[src/rtl/mux_rr_sched32.sv]
// mux_rr_sched32 -- round-robin owner scheduler for a shared 32:1 bit-select mux.
//
// Picks one of 32 requesters and holds the grant until the owner signals done,
// drops its request, or hits the hold limit. Hand-off to the next requester in
// round-robin order happens with no idle cycle in between.
//
// Ports:
//   clk         rising-edge clock
//   rst         synchronous active-high reset
//   req[31:0]   request vector, bit i = requester i wants the mux
//   done        current owner finished (only looked at while a grant is active)
//   gnt_valid   a grant is active this cycle
//   gnt_sel     index of the owner, drives the mux select
//   gnt_onehot  one-hot of gnt_sel while gnt_valid=1, else 0
//   timeout     one-cycle pulse: previous owner was force-released by the hold limit
//
// Parameters:
//   MAX_HOLD    max consecutive grant cycles per owner, 0 = unlimited
//   HOLD_W      hold counter width, MAX_HOLD must be < 2**HOLD_W
module mux_rr_sched32 #(
  parameter int MAX_HOLD = 16,
  parameter int HOLD_W   = 8
) (
  input  logic        clk,
  input  logic        rst,
  input  logic [31:0] req,
  input  logic        done,
  output logic        gnt_valid,
  output logic [4:0]  gnt_sel,
  output logic [31:0] gnt_onehot,
  output logic        timeout
);

  typedef enum logic {IDLE, GRANT} state_t;

  localparam bit              HOLD_EN   = (MAX_HOLD != 0);
  localparam logic [HOLD_W-1:0] HOLD_LAST = HOLD_W'((MAX_HOLD == 0) ? 0 : MAX_HOLD - 1);

  state_t            state_q, state_d;
  logic [4:0]        ptr_q, ptr_d;
  logic [HOLD_W-1:0] hold_cnt_q, hold_cnt_d;
  logic              gnt_valid_q, gnt_valid_d;
  logic [4:0]        gnt_sel_q, gnt_sel_d;
  logic [31:0]       gnt_onehot_q, gnt_onehot_d;
  logic              timeout_q, timeout_d;

  // Round-robin search
  logic [31:0] cand;
  logic        found;
  logic [4:0]  winner;
  logic [4:0]  idx;

  // While granting, the current owner is masked so a release always moves on.
  always_comb begin
    cand   = (state_q == GRANT) ? (req & ~gnt_onehot_q) : req;
    found  = 1'b0;
    winner = 5'd0;
    idx    = 5'd0;
    // Scan from the farthest position back to the nearest so the nearest
    // candidate after ptr is the one left standing.
    for (int k = 31; k >= 0; k--) begin
      idx = ptr_q + 5'd1 + 5'(k);
      if (cand[idx]) begin
        found  = 1'b1;
        winner = idx;
      end
    end
  end

  // Release conditions
  logic owner_req;
  logic limit_hit;
  logic release_now;

  always_comb begin
    owner_req   = req[gnt_sel_q];
    limit_hit   = HOLD_EN && (hold_cnt_q == HOLD_LAST);
    release_now = done || !owner_req || limit_hit;
  end

  // State register
  always_ff @(posedge clk) begin
    if (rst) begin
      state_q      <= IDLE;
      ptr_q        <= 5'd31;
      hold_cnt_q   <= '0;
      gnt_valid_q  <= 1'b0;
      gnt_sel_q    <= 5'd0;
      gnt_onehot_q <= '0;
      timeout_q    <= 1'b0;
    end else begin
      state_q      <= state_d;
      ptr_q        <= ptr_d;
      hold_cnt_q   <= hold_cnt_d;
      gnt_valid_q  <= gnt_valid_d;
      gnt_sel_q    <= gnt_sel_d;
      gnt_onehot_q <= gnt_onehot_d;
      timeout_q    <= timeout_d;
    end
  end

  // Next-state logic
  always_comb begin
    state_d = state_q;
    case (state_q)
      IDLE:    if (found) state_d = GRANT;
      GRANT:   if (release_now && !found) state_d = IDLE;
      default: state_d = IDLE;
    endcase
  end

  // Registered-output logic
  always_comb begin
    ptr_d        = ptr_q;
    hold_cnt_d   = hold_cnt_q;
    gnt_valid_d  = gnt_valid_q;
    gnt_sel_d    = gnt_sel_q;
    gnt_onehot_d = gnt_onehot_q;
    timeout_d    = 1'b0;
    case (state_q)
      IDLE: begin
        if (found) begin
          gnt_valid_d  = 1'b1;
          gnt_sel_d    = winner;
          gnt_onehot_d = 32'd1 << winner;
          ptr_d        = winner;
          hold_cnt_d   = '0;
        end else begin
          gnt_valid_d  = 1'b0;
          gnt_onehot_d = '0;
        end
      end
      GRANT: begin
        if (release_now) begin
          // A limit release coinciding with done or a dropped request is a
          // normal release and does not pulse timeout.
          timeout_d  = limit_hit && !done && owner_req;
          hold_cnt_d = '0;
          if (found) begin
            gnt_valid_d  = 1'b1;
            gnt_sel_d    = winner;
            gnt_onehot_d = 32'd1 << winner;
            ptr_d        = winner;
          end else begin
            gnt_valid_d  = 1'b0;
            gnt_onehot_d = '0;
          end
        end else if (hold_cnt_q != {HOLD_W{1'b1}}) begin
          hold_cnt_d = hold_cnt_q + 1'b1;
        end
      end
      default: begin
        gnt_valid_d  = 1'b0;
        gnt_onehot_d = '0;
      end
    endcase
  end

  assign gnt_valid  = gnt_valid_q;
  assign gnt_sel    = gnt_sel_q;
  assign gnt_onehot = gnt_onehot_q;
  assign timeout    = timeout_q;

endmodule
[config.mk]
export PLATFORM = sky130hd
export DESIGN_NAME = mux_rr_sched32
export DESIGN_NICKNAME = d
export VERILOG_FILES = /design/src/rtl/mux_rr_sched32.sv
export SDC_FILE = /design/constraint.sdc
export NUM_CORES = 1
export LEC_CHECK = 0
export CORE_ASPECT_RATIO = 0.5
export CORE_MARGIN = 4
export CORE_UTILIZATION = 35
export CTS_CLUSTER_DIAMETER = 40
export DETAILED_ROUTE_END_ITERATION = 8
export PLACE_DENSITY = 0.6
export SETUP_SLACK_MARGIN = 0.5
export SLEW_MARGIN = 20
export SYNTH_ARGS = -nofsm -noshare
export SYNTH_HDL_FRONTEND = slang
export SYNTH_SLANG_ARGS = --single-unit
[constraint.sdc]
create_clock -name clk -period 9.6 [get_ports clk]
set_clock_uncertainty 0.15 [all_clocks]
set_input_delay 1.92 -clock clk [delete_from_list [all_inputs] [get_ports clk]]
set_output_delay 1.92 -clock clk [all_outputs]
set_load 0.005 [all_outputs]
## Word-level counts from Yosys, hierarchy flattened

Cells that the tools add are included.

- Add/subtract/negate cells: 33
- Multiply operators: 0
- Div/mod/pow operators: 0
- Order comparisons: 33
- Eq/ne operators: 5
- Shift-type cells: 1
- Muxes and demuxes: 149
- Bitwise logic cells: 4
- Reduce and logical (&&, ||, !) cells: 10

Operator list:

| kind | number |
|---|---|
| $lt 5x6->1 const B | 33 |
| $mux 5 | 36 |
| $bmux 1 s5 | 33 |
| $mux 32 | 3 |
| $add 5x5->5 const B | 16 |
| $mux 1 | 68 |
| $pmux 32 s2 | 1 |
| $add 5x4->5 const B | 8 |
| $and 32x32->32 | 1 |
| $not 32->32 | 1 |
| $shl 1x5->32 const A | 1 |
| $mux 8 | 3 |
| $add 5x3->5 const B | 4 |
| $pmux 5 s2 | 2 |
| $pmux 8 s2 | 1 |
| $add 5x1->5 const B | 2 |
| $add 5x2->5 const B | 2 |
| $add 8x1->8 const B | 1 |
| $eq 8x4->1 const B | 1 |
| $ne 8x8->1 const B | 1 |
| $pmux 1 s2 | 2 |
| $logic_and 1x1->1 | 3 |
| $logic_not 1->1 | 3 |
| $ne 3x1->1 const B | 1 |
| other kinds (6) | 8 |

- Register bits after elaboration: 53
- Bits in latches: 0
- Bits in writable memories: 0
- Bits in read-only memories: 0
- Bits of input ports: 35
- Output and inout port bits: 39
- Logic and storage cells: 242
- Memories kept: 0

## Logic depth before layout (Yosys ltp)

Gate-level depths: netlist (run 1).

- Word-level depth: 41
- Gate-level depth with buffers: 27
- Mapped depth without buffers: 17

## Worst setup path after synthesis (run 1)

No wires, ideal clock.

- Path kind: register -> register
- Start: reg ptr_q[0]
- End: reg gnt_onehot_q[21], in the netlist gnt_onehot[21]
- Library setup time: 0.117 ns
- Data arrival time: 5.979 ns
- Data required time: 9.333 ns
- Path slack: 3.354 ns
- Stages on the path, launching flop included: 26
- Buffers on the path: 9
- Period minus slack after synthesis: 6.246 ns
- Path through: dfxtp_1 > buf_6 > inv_6 > buf_6 > buf_6 > buf_6 > clkbuf_1 > ha_1 > buf_4 > inv_2 > clkbuf_1 > clkbuf_1 > ha_1 > buf_1 > inv_1 > o21ai_1 > xnor2_1 > mux2i_1 > mux2i_2 > and2_1 > a221o_1 > a211oi_1 > a311oi_2 > nor2_4 > nor2_4 > a32o_1

- Word-level cells in the longest chain between the ends: 40
- Elaborated cells on any way between the ends: 164
- Those cells by class: add/sub: 32; shift: 1; mux: 131

RTL lines:

| element | line | text |
|---|---|---|
| from (decl) | 40 | `logic [4:0] ptr_q, ptr_d;` |
| from (signal assigned) | 93 | `ptr_q <= ptr_d;` |
| $add 5x1->5 * | 62 | `idx = ptr_q + 5'd1 + 5'(k);` |
| $add 5x5->5 | 62 |  |
| $bmux 1 s5 | 63 | `if (cand[idx]) begin` |
| $mux 1 (not written as such) | 63 |  |
| $mux 5 (32 in a row) | 63 |  |
| $shl 1x5->32 | 125, 142 |  |
| $mux 32 * | 122, 139 |  |
| $mux 32 | 134 | `if (release_now) begin` |
| $pmux 32 s2 * | 120 | `case (state_q)` |
| to (signal assigned) | 97 | `gnt_onehot_q <= gnt_onehot_d;` |
| to (decl) | 44 | `logic [31:0] gnt_onehot_q, gnt_onehot_d;` |

Mark *: on every way between the ends. The rest lies on a longest branch, timed or not. The select of a mux whose other input is x is not followed.
A chain may end at the register's enable or synchronous reset.

## Final worst setup path (run 1)

- Start: reg ptr_q[0]
- End: reg gnt_onehot_q[14], in the netlist gnt_onehot[14]

Same word-level chain as after synthesis.

==> results of run 1 <==
## cell type report
class | instances | area share, %
clock buffers | 7 | 1.33
clock inverters | 1 | 0.0755
inverters | 20 | 0.830
multi-input cells | 927 | 74.2
flip-flops and latches | 53 | 10.7
well taps | 336 | 4.23
repair buffers | 90 | 8.63
## per-layer routing
metal | vias up | global-route usage, %
met5 | - | 0
met2 | 673 | 37.7
met1 | 4715 | 40.6
met4 | 0 | 6.49
met3 | 63 | 7.18
li1 | 4224 | -
## cell usage in the layout (no fill, tap or decap), drive strengths merged, types with 8 or more instances in the layout
| cell | n |
|---|---|
| a22o | 9 |
| a221oi | 8 |
| a21o | 8 |
| a21boi | 34 |
| o22ai | 14 |
| nand2 | 106 |
| mux2 | 38 |
| a21oi | 51 |
| nand4 | 13 |
| xnor2 | 36 |
| nor3 | 24 |
| inv | 19 |
| a211oi | 22 |
| or3 | 9 |
| o211ai | 22 |
| and3 | 8 |
| nor2 | 95 |
| o21ai | 79 |
| dfxtp | 53 |
| mux2i | 66 |
| a22oi | 16 |
| nor4 | 11 |
| clkdlybuf4s50 | 73 |
| mux4 | 52 |
| and2 | 13 |
| nand2b | 17 |
| or2 | 9 |
| a31oi | 9 |
| buf | 17 |
| nand3 | 26 |
| a211o | 9 |
## synth_stat cells, types with 17 or more instances
cell / number
sky130_fd_sc_hd__a211oi_1: 22
sky130_fd_sc_hd__o211ai_1: 19
sky130_fd_sc_hd__mux2i_1: 61
sky130_fd_sc_hd__a21boi_0: 28
sky130_fd_sc_hd__a21oi_1: 50
sky130_fd_sc_hd__o21ai_1: 28
sky130_fd_sc_hd__o21ai_0: 47
sky130_fd_sc_hd__mux4_2: 52
sky130_fd_sc_hd__dfxtp_1: 53
sky130_fd_sc_hd__clkbuf_1: 26
sky130_fd_sc_hd__nor3_1: 24
sky130_fd_sc_hd__nand3_1: 25
sky130_fd_sc_hd__mux2_2: 38
sky130_fd_sc_hd__nor2_1: 89
sky130_fd_sc_hd__xnor2_1: 25
sky130_fd_sc_hd__nand2_1: 104
sky130_fd_sc_hd__nand2b_1: 17
## state kept, by name, summed over array words and instances, names as in the netlist
signal,count
state_q,1
timeout,1
gnt_sel,5
gnt_onehot,32
gnt_valid,1
hold_cnt_q,8
ptr_q,5
## path summary, 6_finish.rpt
check	start	to	slack, ns
worst max-delay path	ptr_q[0]	gnt_onehot[14]	2.76
worst min-delay path	gnt_onehot[26]	gnt_onehot[26]	0.33
worst max register to register	ptr_q[0]	gnt_onehot[14]	2.76
worst min register to register	gnt_onehot[26]	gnt_onehot[26]	0.33
## kinds of logic (layout without fill, tap and decap cells)
kind of cell / Yosys count / count (layout)
compound gates: 360 / 360
xor+xnor: 43 / 43
fa+ha+maj: 6 / 6
buf+inv: 83 / 118
flops: 53 / 53
mux: 156 / 156
simple gates: 362 / 362
## worst max-delay path: cells and delay by family (launching register included)
kind	cells	cell delay, ns
AO/OA/AOI/OAI	8	2.35
buffers and inverters	2	1.03
flip-flops	1	0.36
AND/OR/NAND/NOR	4	1.50
adder cells (fa/ha/maj)	2	1.11
XOR/XNOR	1	0.20
## stage by stage
stage,hold WS (ns),std cells
3_3_place_gp,0.307,1426
5_1_grt,0.348,1434
6_report,0.334,1434
3_5_place_dp,0.310,1426
4_1_cts,0.323,1434
2_1_floorplan,0.299,1063
==> flow_summary.html, run 1 <==
<table>
<tr><th>Metric</th><th>Value</th></tr>
<tr><th colspan="2">Synthesis</th></tr>
<tr><td>Post-synth design cell area</td><td>8870 µm²</td></tr>
<tr><td>Share of the synthesized netlist area taken by xor and xnor gates</td><td>6.39%</td></tr>
<tr><td>Mux contribution to synthesized area</td><td>25.9%</td></tr>
<tr><td>Dominant cell type by area after synthesis</td><td>sky130_fd_sc_hd__mux4_2</td></tr>
<tr><td>Post-synthesis sequential area ratio</td><td>12.0%</td></tr>
<tr><td>Mean Syn Cell Area</td><td>8.35 µm²</td></tr>
<tr><td>Post-synthesis adder-cell area fraction</td><td>0.846%</td></tr>
<tr><td>Synth Area in Compound Gates</td><td>29.3%</td></tr>
<tr><td>Fraction of the mapped netlist area in simple logic gates</td><td>20.8%</td></tr>
<tr><td>Largest cells by area after synthesis</td><td>sky130_fd_sc_hd__mux4_2 13%, sky130_fd_sc_hd__dfxtp_1 12%, sky130_fd_sc_hd__mux2i_1 6.9%, sky130_fd_sc_hd__mux2_2 4.8%, sky130_fd_sc_hd__nand2_1 4.4%</td></tr>
<tr><td>Synthesized netlist cell count</td><td>1063</td></tr>
<tr><td>Yosys warnings</td><td>0</td></tr>
<tr><td>Main combinational cell family by area after synthesis</td><td>compound AO/OA/AOI/OAI gates</td></tr>
<tr><td>Post-synth top flop</td><td>sky130_fd_sc_hd__dfxtp_1</td></tr>
<tr><td>Top cell type's share of synthesized area</td><td>13.2%</td></tr>
<tr><td>Net count of the mapped netlist</td><td>1104</td></tr>
<tr><td>Number of enable-type register cells in the synthesized netlist</td><td>0</td></tr>
<tr><td>Flop and latch count out of synthesis</td><td>53</td></tr>
<tr><td>Synth cell types</td><td>112</td></tr>
<tr><td>Async set-reset flop share out of synthesis</td><td>0%</td></tr>
<tr><th colspan="2">Clock network</th></tr>
<tr><td>Buffers from clock root to sink, at most</td><td>2</td></tr>
<tr><td>Number of buffers inserted for hold repair after clock tree synthesis</td><td>0</td></tr>
<tr><td>Level count of the clock H-tree</td><td>2</td></tr>
<tr><td>Clock latency at the later pin of the worst-skew pair</td><td>0.29 ns</td></tr>
<tr><td>Post-CTS Repair Setup Buffers</td><td>0</td></tr>
<tr><td>Total clock sinks</td><td>53</td></tr>
<tr><td>CTS clk-pin slew, worst paths</td><td>0.07 ns</td></tr>
<tr><td>Total clock buffers created by CTS</td><td>5</td></tr>
<tr><td>Clock tree from TritonCTS</td><td>built</td></tr>
<tr><td>Clock root buffer</td><td>sky130_fd_sc_hd__clkbuf_16</td></tr>
<tr><td>Quantity of gates resized following cts</td><td>0</td></tr>
<tr><th colspan="2">Cells and area</th></tr>
<tr><td>Number of fillers in the final layout</td><td>2498</td></tr>
<tr><td>Layout overhead on the synthesized area</td><td>12.1%</td></tr>
<tr><td>Register area</td><td>1060 µm²</td></tr>
<tr><td>Count of antenna diodes in the layout</td><td>0</td></tr>
<tr><td>Final Cell Area</td><td>9950 µm²</td></tr>
<tr><td>NumNets Final</td><td>1138</td></tr>
<tr><td>Area of combinational cells with multiple inputs</td><td>7390 µm²</td></tr>
<tr><td>Final core utilization</td><td>40.7%</td></tr>
<tr><td>Fraction of layout cells with a size suffix above 1</td><td>15.7%</td></tr>
<tr><th colspan="2">Drt</th></tr>
<tr><td>Detailed-routed wire length on met3</td><td>5220 µm</td></tr>
<tr><td>Via count of the routed design</td><td>9675</td></tr>
<tr><td>Iteration-0 DRC count of the detailed router</td><td>1519</td></tr>
<tr><td>Met2 wire length</td><td>15700 µm</td></tr>
<tr><td>Residual DRC count</td><td>0</td></tr>
<tr><td>Routed via count divided by cell count</td><td>6.75</td></tr>
<tr><td>First-pass iteration count of the detailed router</td><td>8</td></tr>
<tr><td>Detailed-route wire length on metal 1</td><td>17300 µm</td></tr>
<tr><td>Highest layer used for signal routing</td><td>met4</td></tr>
<tr><td>Average wire length per cell after detail routing</td><td>27.3 µm</td></tr>
<tr><td>Antenna Violating Nets Remaining</td><td>0</td></tr>
<tr><td>Final WL</td><td>39100 µm</td></tr>
<tr><th colspan="2">Worst hold path</th></tr>
<tr><td>Hold depth</td><td>2</td></tr>
<tr><td>Class of the most critical hold timing path</td><td>reg2reg</td></tr>
<tr><th colspan="2">Global routing</th></tr>
<tr><td>GRT Util Overall</td><td>26.9%</td></tr>
<tr><td>Pin count of the biggest net entering global routing</td><td>69</td></tr>
<tr><td>GRT overflow</td><td>0</td></tr>
<tr><td>Wire length of the first global-routing pass</td><td>57400 µm</td></tr>
<tr><td>Via count of the first global-routing pass</td><td>8692</td></tr>
<tr><td>Initial antenna violation count</td><td>0</td></tr>
<tr><th colspan="2">Setup path</th></tr>
<tr><td>Reg2Reg Depth</td><td>17</td></tr>
<tr><td>Worst setup path class</td><td>reg2reg</td></tr>
<tr><td>Longest individual stage delay on the worst path</td><td>0.72 ns</td></tr>
<tr><td>Library cell contributing the largest single delay on the critical path</td><td>sky130_fd_sc_hd__ha_1</td></tr>
<tr><td>CP Data Required Time</td><td>9.67 ns</td></tr>
<tr><td>Critical path data arrival time</td><td>6.91 ns</td></tr>
<tr><td>Critical path, cell by cell</td><td>buf_4 -&gt; ha_1 -&gt; xnor2_4 -&gt; buf_4 -&gt; ha_1 -&gt; nand2b_1 -&gt; a221oi_1 -&gt; or4_1 -&gt; o21ai_0 -&gt; o211ai_1 -&gt; a311o_1 -&gt; a211oi_1 -&gt; o2111ai_2 -&gt; a22oi_2 -&gt; nand3b_1 -&gt; or2_1 -&gt; o21ai_1</td></tr>
<tr><td>CP endpoint kind</td><td>flip-flop</td></tr>
<tr><td>Critical path startpoint category</td><td>flip-flop</td></tr>
<tr><td>Highest net fanout along the worst path</td><td>68</td></tr>
<tr><th colspan="2">Placed design</th></tr>
<tr><td>Placed cell area</td><td>9810 µm²</td></tr>
<tr><td>DP Worst Slack</td><td>2.79 ns</td></tr>
<tr><td>Placed wire-length estimate</td><td>31200 µm</td></tr>
<tr><td>Buffers added on ports</td><td>73</td></tr>
<tr><td>Placer congestion estimate</td><td>1.06</td></tr>
<tr><th colspan="2">Floorplan</th></tr>
<tr><td>Starting density of the core</td><td>36.3%</td></tr>
<tr><td>Placeable core area</td><td>24500 µm²</td></tr>
<tr><td>Area of the die</td><td>28100 µm²</td></tr>
<tr><td>Number of top-level pins</td><td>74</td></tr>
<tr><td>Site row count</td><td>40</td></tr>
<tr><td>DIE HEIGHT</td><td>121 µm</td></tr>
<tr><td>Width of the chip</td><td>233 µm</td></tr>
<tr><th colspan="2">STA</th></tr>
<tr><td>RSZ-0062 raised after global routing</td><td>no</td></tr>
<tr><td>Post-layout worst setup margin</td><td>2.76 ns</td></tr>
<tr><td>Fraction of the cycle the final worst path needs</td><td>71.3%</td></tr>
<tr><td>Normalized max-slew margin</td><td>26.3%</td></tr>
<tr><td>Fin. max-slew vios</td><td>0</td></tr>
<tr><td>Slew at the pin closest to its max-slew limit</td><td>1.08 ns</td></tr>
<tr><td>Setup tns final</td><td>0 ns</td></tr>
<tr><td>Number of failing hold endpoints at the final stage</td><td>0</td></tr>
<tr><td>Max Clock Freq</td><td>146 MHz</td></tr>
<tr><td>Final critical-path required period</td><td>6.84 ns</td></tr>
<tr><td>Setup violation total in the final timing report</td><td>0</td></tr>
<tr><th colspan="2">Outcome</th></tr>
<tr><td>Result of the run</td><td>finished clean</td></tr>
<tr><th colspan="2">Job</th></tr>
<tr><td>Maximum capacitance violations</td><td>0</td></tr>
</table>
Power of run 1 is left out: the tool's default activity adds up to more than one toggle a clock period on the data nets, which glitch-free logic cannot reach.
==> inputs of run 2 (changes only) <==
==> constraint.sdc (replaced) <==
create_clock -name clk -period 6.4 [get_ports clk]
set_clock_uncertainty 0.15 [all_clocks]
set_input_delay 1.28 -clock clk [delete_from_list [all_inputs] [get_ports clk]]
set_output_delay 1.28 -clock clk [all_outputs]
set_load 0.005 [all_outputs]
==> run 2 against run 1 <==
  * Worst hold slack worse by 0.0054 ns
  * Critical path depth down 3
  * Routed wire length is 0.45% higher
  * Worst setup slack got worse by 2.0 ns
  * Via count grew 2.1%
  * Count of clock-buffer cells in the layout fell by 1
  * Highest routed layer unchanged
  * First-iteration DRC count is 7.3% higher
  * Final cell count rose by 2.5%
  * Core utilization is 1.5 points higher
  * Register-to-register slack lost 2.0 ns
==> flow_summary.html, run 2 (synthesis gave the netlist of run 1 again) <==
<table>
<tr><th>Metric</th><th>Value</th></tr>
<tr><th colspan="2">Setup path</th></tr>
<tr><td>Most common cell type on the critical path</td><td>sky130_fd_sc_hd__mux2i_1</td></tr>
<tr><td>CP endpoint kind</td><td>flip-flop</td></tr>
<tr><td>Library cell contributing the largest single delay on the critical path</td><td>sky130_fd_sc_hd__a311oi_4</td></tr>
<tr><td>Critical path startpoint category</td><td>primary input</td></tr>
<tr><td>Highest net fanout along the worst path</td><td>8</td></tr>
<tr><td>Largest delay share family, worst path</td><td>compound AO/OA/AOI/OAI gates</td></tr>
<tr><td>Number of buffer and inverter stages on the critical path</td><td>1</td></tr>
<tr><td>Longest individual stage delay on the worst path</td><td>0.54 ns</td></tr>
<tr><td>CP Data Required Time</td><td>6.48 ns</td></tr>
<tr><td>Critical path, cell by cell</td><td>clkdlybuf4s50_1 -&gt; a21boi_0 -&gt; a22oi_1 -&gt; mux2i_1 -&gt; mux2i_1 -&gt; mux2_2 -&gt; mux2i_1 -&gt; a21boi_0 -&gt; o311ai_0 -&gt; a211oi_1 -&gt; a311oi_4 -&gt; nor2_4 -&gt; nor2_4 -&gt; a32o_1</td></tr>
<tr><td>Critical path data arrival time</td><td>5.77 ns</td></tr>
<tr><td>Worst setup path class</td><td>in2reg</td></tr>
<tr><th colspan="2">Cells and area</th></tr>
<tr><td>Number of fillers in the final layout</td><td>2425</td></tr>
<tr><td>Largest register FFs</td><td>32</td></tr>
<tr><td>Final Cell Area</td><td>10300 µm²</td></tr>
<tr><td>Count of placed standard cells in the final layout, fillers left out</td><td>1470</td></tr>
<tr><td>Count of antenna diodes in the layout</td><td>0</td></tr>
<tr><td>Most frequent cells in the layout</td><td>104 x sky130_fd_sc_hd__nand2_1, 88 x sky130_fd_sc_hd__nor2_1, 73 x sky130_fd_sc_hd__clkdlybuf4s50_1</td></tr>
<tr><td>Fraction of layout cells with a size suffix above 1</td><td>19.0%</td></tr>
<tr><td>Most frequent standard cell in the layout excluding fill and tap cells</td><td>sky130_fd_sc_hd__nand2_1</td></tr>
<tr><td>Layout overhead on the synthesized area</td><td>16.2%</td></tr>
<tr><td>NumNets Final</td><td>1174</td></tr>
<tr><th colspan="2">Global routing</th></tr>
<tr><td>Pin count of the biggest net entering global routing</td><td>42</td></tr>
<tr><td>Via count of the first global-routing pass</td><td>8982</td></tr>
<tr><td>Most crowded layer after global routing</td><td>met2</td></tr>
<tr><td>Initial antenna violation count</td><td>0</td></tr>
<tr><td>GRT Util Overall</td><td>26.9%</td></tr>
<tr><td>Wire length of the first global-routing pass</td><td>58000 µm</td></tr>
<tr><td>Met2 Usage GRT</td><td>39.5%</td></tr>
<tr><td>Global-route met3 utilization</td><td>8.07%</td></tr>
<tr><td>GRT overflow</td><td>0</td></tr>
<tr><td>Routing usage on met1</td><td>38.7%</td></tr>
<tr><th colspan="2">Placed design</th></tr>
<tr><td>DP Worst Slack</td><td>0.405 ns</td></tr>
<tr><td>Cell total after placement</td><td>1462</td></tr>
<tr><td>Placer congestion estimate</td><td>1.11</td></tr>
<tr><td>Buffers added on ports</td><td>73</td></tr>
<tr><td>Placed cell area</td><td>10100 µm²</td></tr>
<tr><td>Placed wire-length estimate</td><td>31800 µm</td></tr>
<tr><th colspan="2">Clock network</th></tr>
<tr><td>Total clock sinks</td><td>53</td></tr>
<tr><td>Buffers from clock root to sink, at most</td><td>2</td></tr>
<tr><td>Clock tree from TritonCTS</td><td>built</td></tr>
<tr><td>Post-CTS Repair Setup Buffers</td><td>0</td></tr>
<tr><td>Clock latency at the later pin of the worst-skew pair</td><td>0.29 ns</td></tr>
<tr><td>Level count of the clock H-tree</td><td>2</td></tr>
<tr><td>Total clock buffers created by CTS</td><td>5</td></tr>
<tr><td>Clock root buffer</td><td>sky130_fd_sc_hd__clkbuf_16</td></tr>
<tr><td>CTS clk-pin slew, worst paths</td><td>0.07 ns</td></tr>
<tr><th colspan="2">STA</th></tr>
<tr><td>Max Clock Freq</td><td>176 MHz</td></tr>
<tr><td>Fin. max-slew vios</td><td>0</td></tr>
<tr><td>Post-layout worst setup margin</td><td>0.717 ns</td></tr>
<tr><td>Number of failing hold endpoints at the final stage</td><td>0</td></tr>
<tr><td>Setup violation total in the final timing report</td><td>0</td></tr>
<tr><td>Fraction of the cycle the final worst path needs</td><td>88.8%</td></tr>
<tr><td>Final critical-path required period</td><td>5.68 ns</td></tr>
<tr><td>Slew at the pin closest to its max-slew limit</td><td>1.11 ns</td></tr>
<tr><td>Normalized max-slew margin</td><td>25.8%</td></tr>
<tr><td>RSZ-0062 raised after global routing</td><td>no</td></tr>
<tr><td>Setup tns final</td><td>0 ns</td></tr>
<tr><th colspan="2">Job</th></tr>
<tr><td>Maximum capacitance violations</td><td>0</td></tr>
<tr><th colspan="2">Drt</th></tr>
<tr><td>Average wire length per cell after detail routing</td><td>26.8 µm</td></tr>
<tr><td>Final WL</td><td>39300 µm</td></tr>
<tr><td>Via count of the routed design</td><td>9883</td></tr>
<tr><td>Routed via count divided by cell count</td><td>6.72</td></tr>
<tr><td>Iteration-0 DRC count of the detailed router</td><td>1630</td></tr>
<tr><td>Residual DRC count</td><td>0</td></tr>
<tr><td>First-pass iteration count of the detailed router</td><td>8</td></tr>
<tr><td>Antenna Violating Nets Remaining</td><td>0</td></tr>
<tr><th colspan="2">Floorplan</th></tr>
<tr><td>Placeable core area</td><td>24500 µm²</td></tr>
<tr><td>Site row count</td><td>40</td></tr>
<tr><td>Area of the die</td><td>28100 µm²</td></tr>
<tr><td>Number of top-level pins</td><td>74</td></tr>
<tr><td>Width of the chip</td><td>233 µm</td></tr>
<tr><td>DIE HEIGHT</td><td>121 µm</td></tr>
<tr><td>Starting density of the core</td><td>36.3%</td></tr>
<tr><th colspan="2">Worst hold path</th></tr>
<tr><td>Class of the most critical hold timing path</td><td>reg2reg</td></tr>
<tr><th colspan="2">Outcome</th></tr>
<tr><td>Result of the run</td><td>finished clean</td></tr>
</table>
## run 2: per-stage QoR
stage               utilization [%]  hold WS [ns]
finish                         42.1         0.329
global route                   42.1         0.349
CTS                            42.0         0.325
detailed placement             41.3         0.313
global placement               41.3         0.306
floorplan                         -         0.299
## run 2: routing by layer
| layer | routed length, µm | vias to the layer above |
|---|---|---|
| li1 | - | 4280 |
| met1 | 16500 | 4823 |
| met2 | 16300 | 667 |
| met3 | 5470 | 113 |
| met4 | 1080 | 0 |
| met5 | 0 | - |
## run 2: worst paths after layout
check	endpoint	cells after the start	slack, ns	from
setup / recovery	gnt_onehot[21]	14	0.72	req[26]
hold reg to reg	gnt_onehot[6]	2	0.33	gnt_onehot[6]
setup reg to reg	gnt_onehot[21]	17	0.72	ptr_q[0]
hold / removal	gnt_onehot[6]	2	0.33	gnt_onehot[6]
## run 2: worst min-delay path, cell delays in order (launching register included)
cell	delay, ns
sky130_fd_sc_hd__dfxtp_1	0.33
sky130_fd_sc_hd__nand2_1	0.05
sky130_fd_sc_hd__o21ai_1	0.05
## run 2: what timing repair did
action,in CTS,in global routing
endpoints found under the setup margin,0,32
hold buffers,0,0
gates resized for setup,0,6
hold endpoints to repair,0,0
## run 2: layout make-up
cell class,count,area [µm²],area share (%)
clock inverter,2,37.5,0.364
clock buffer,6,139,1.35
tap,336,420,4.08
sequential,53,1060,10.3
timing repair buffer,126,1140,11.1
inverter,20,82.6,0.801
multi-input combinational,927,7430,72.0
Power of run 2 is left out for the same reason.
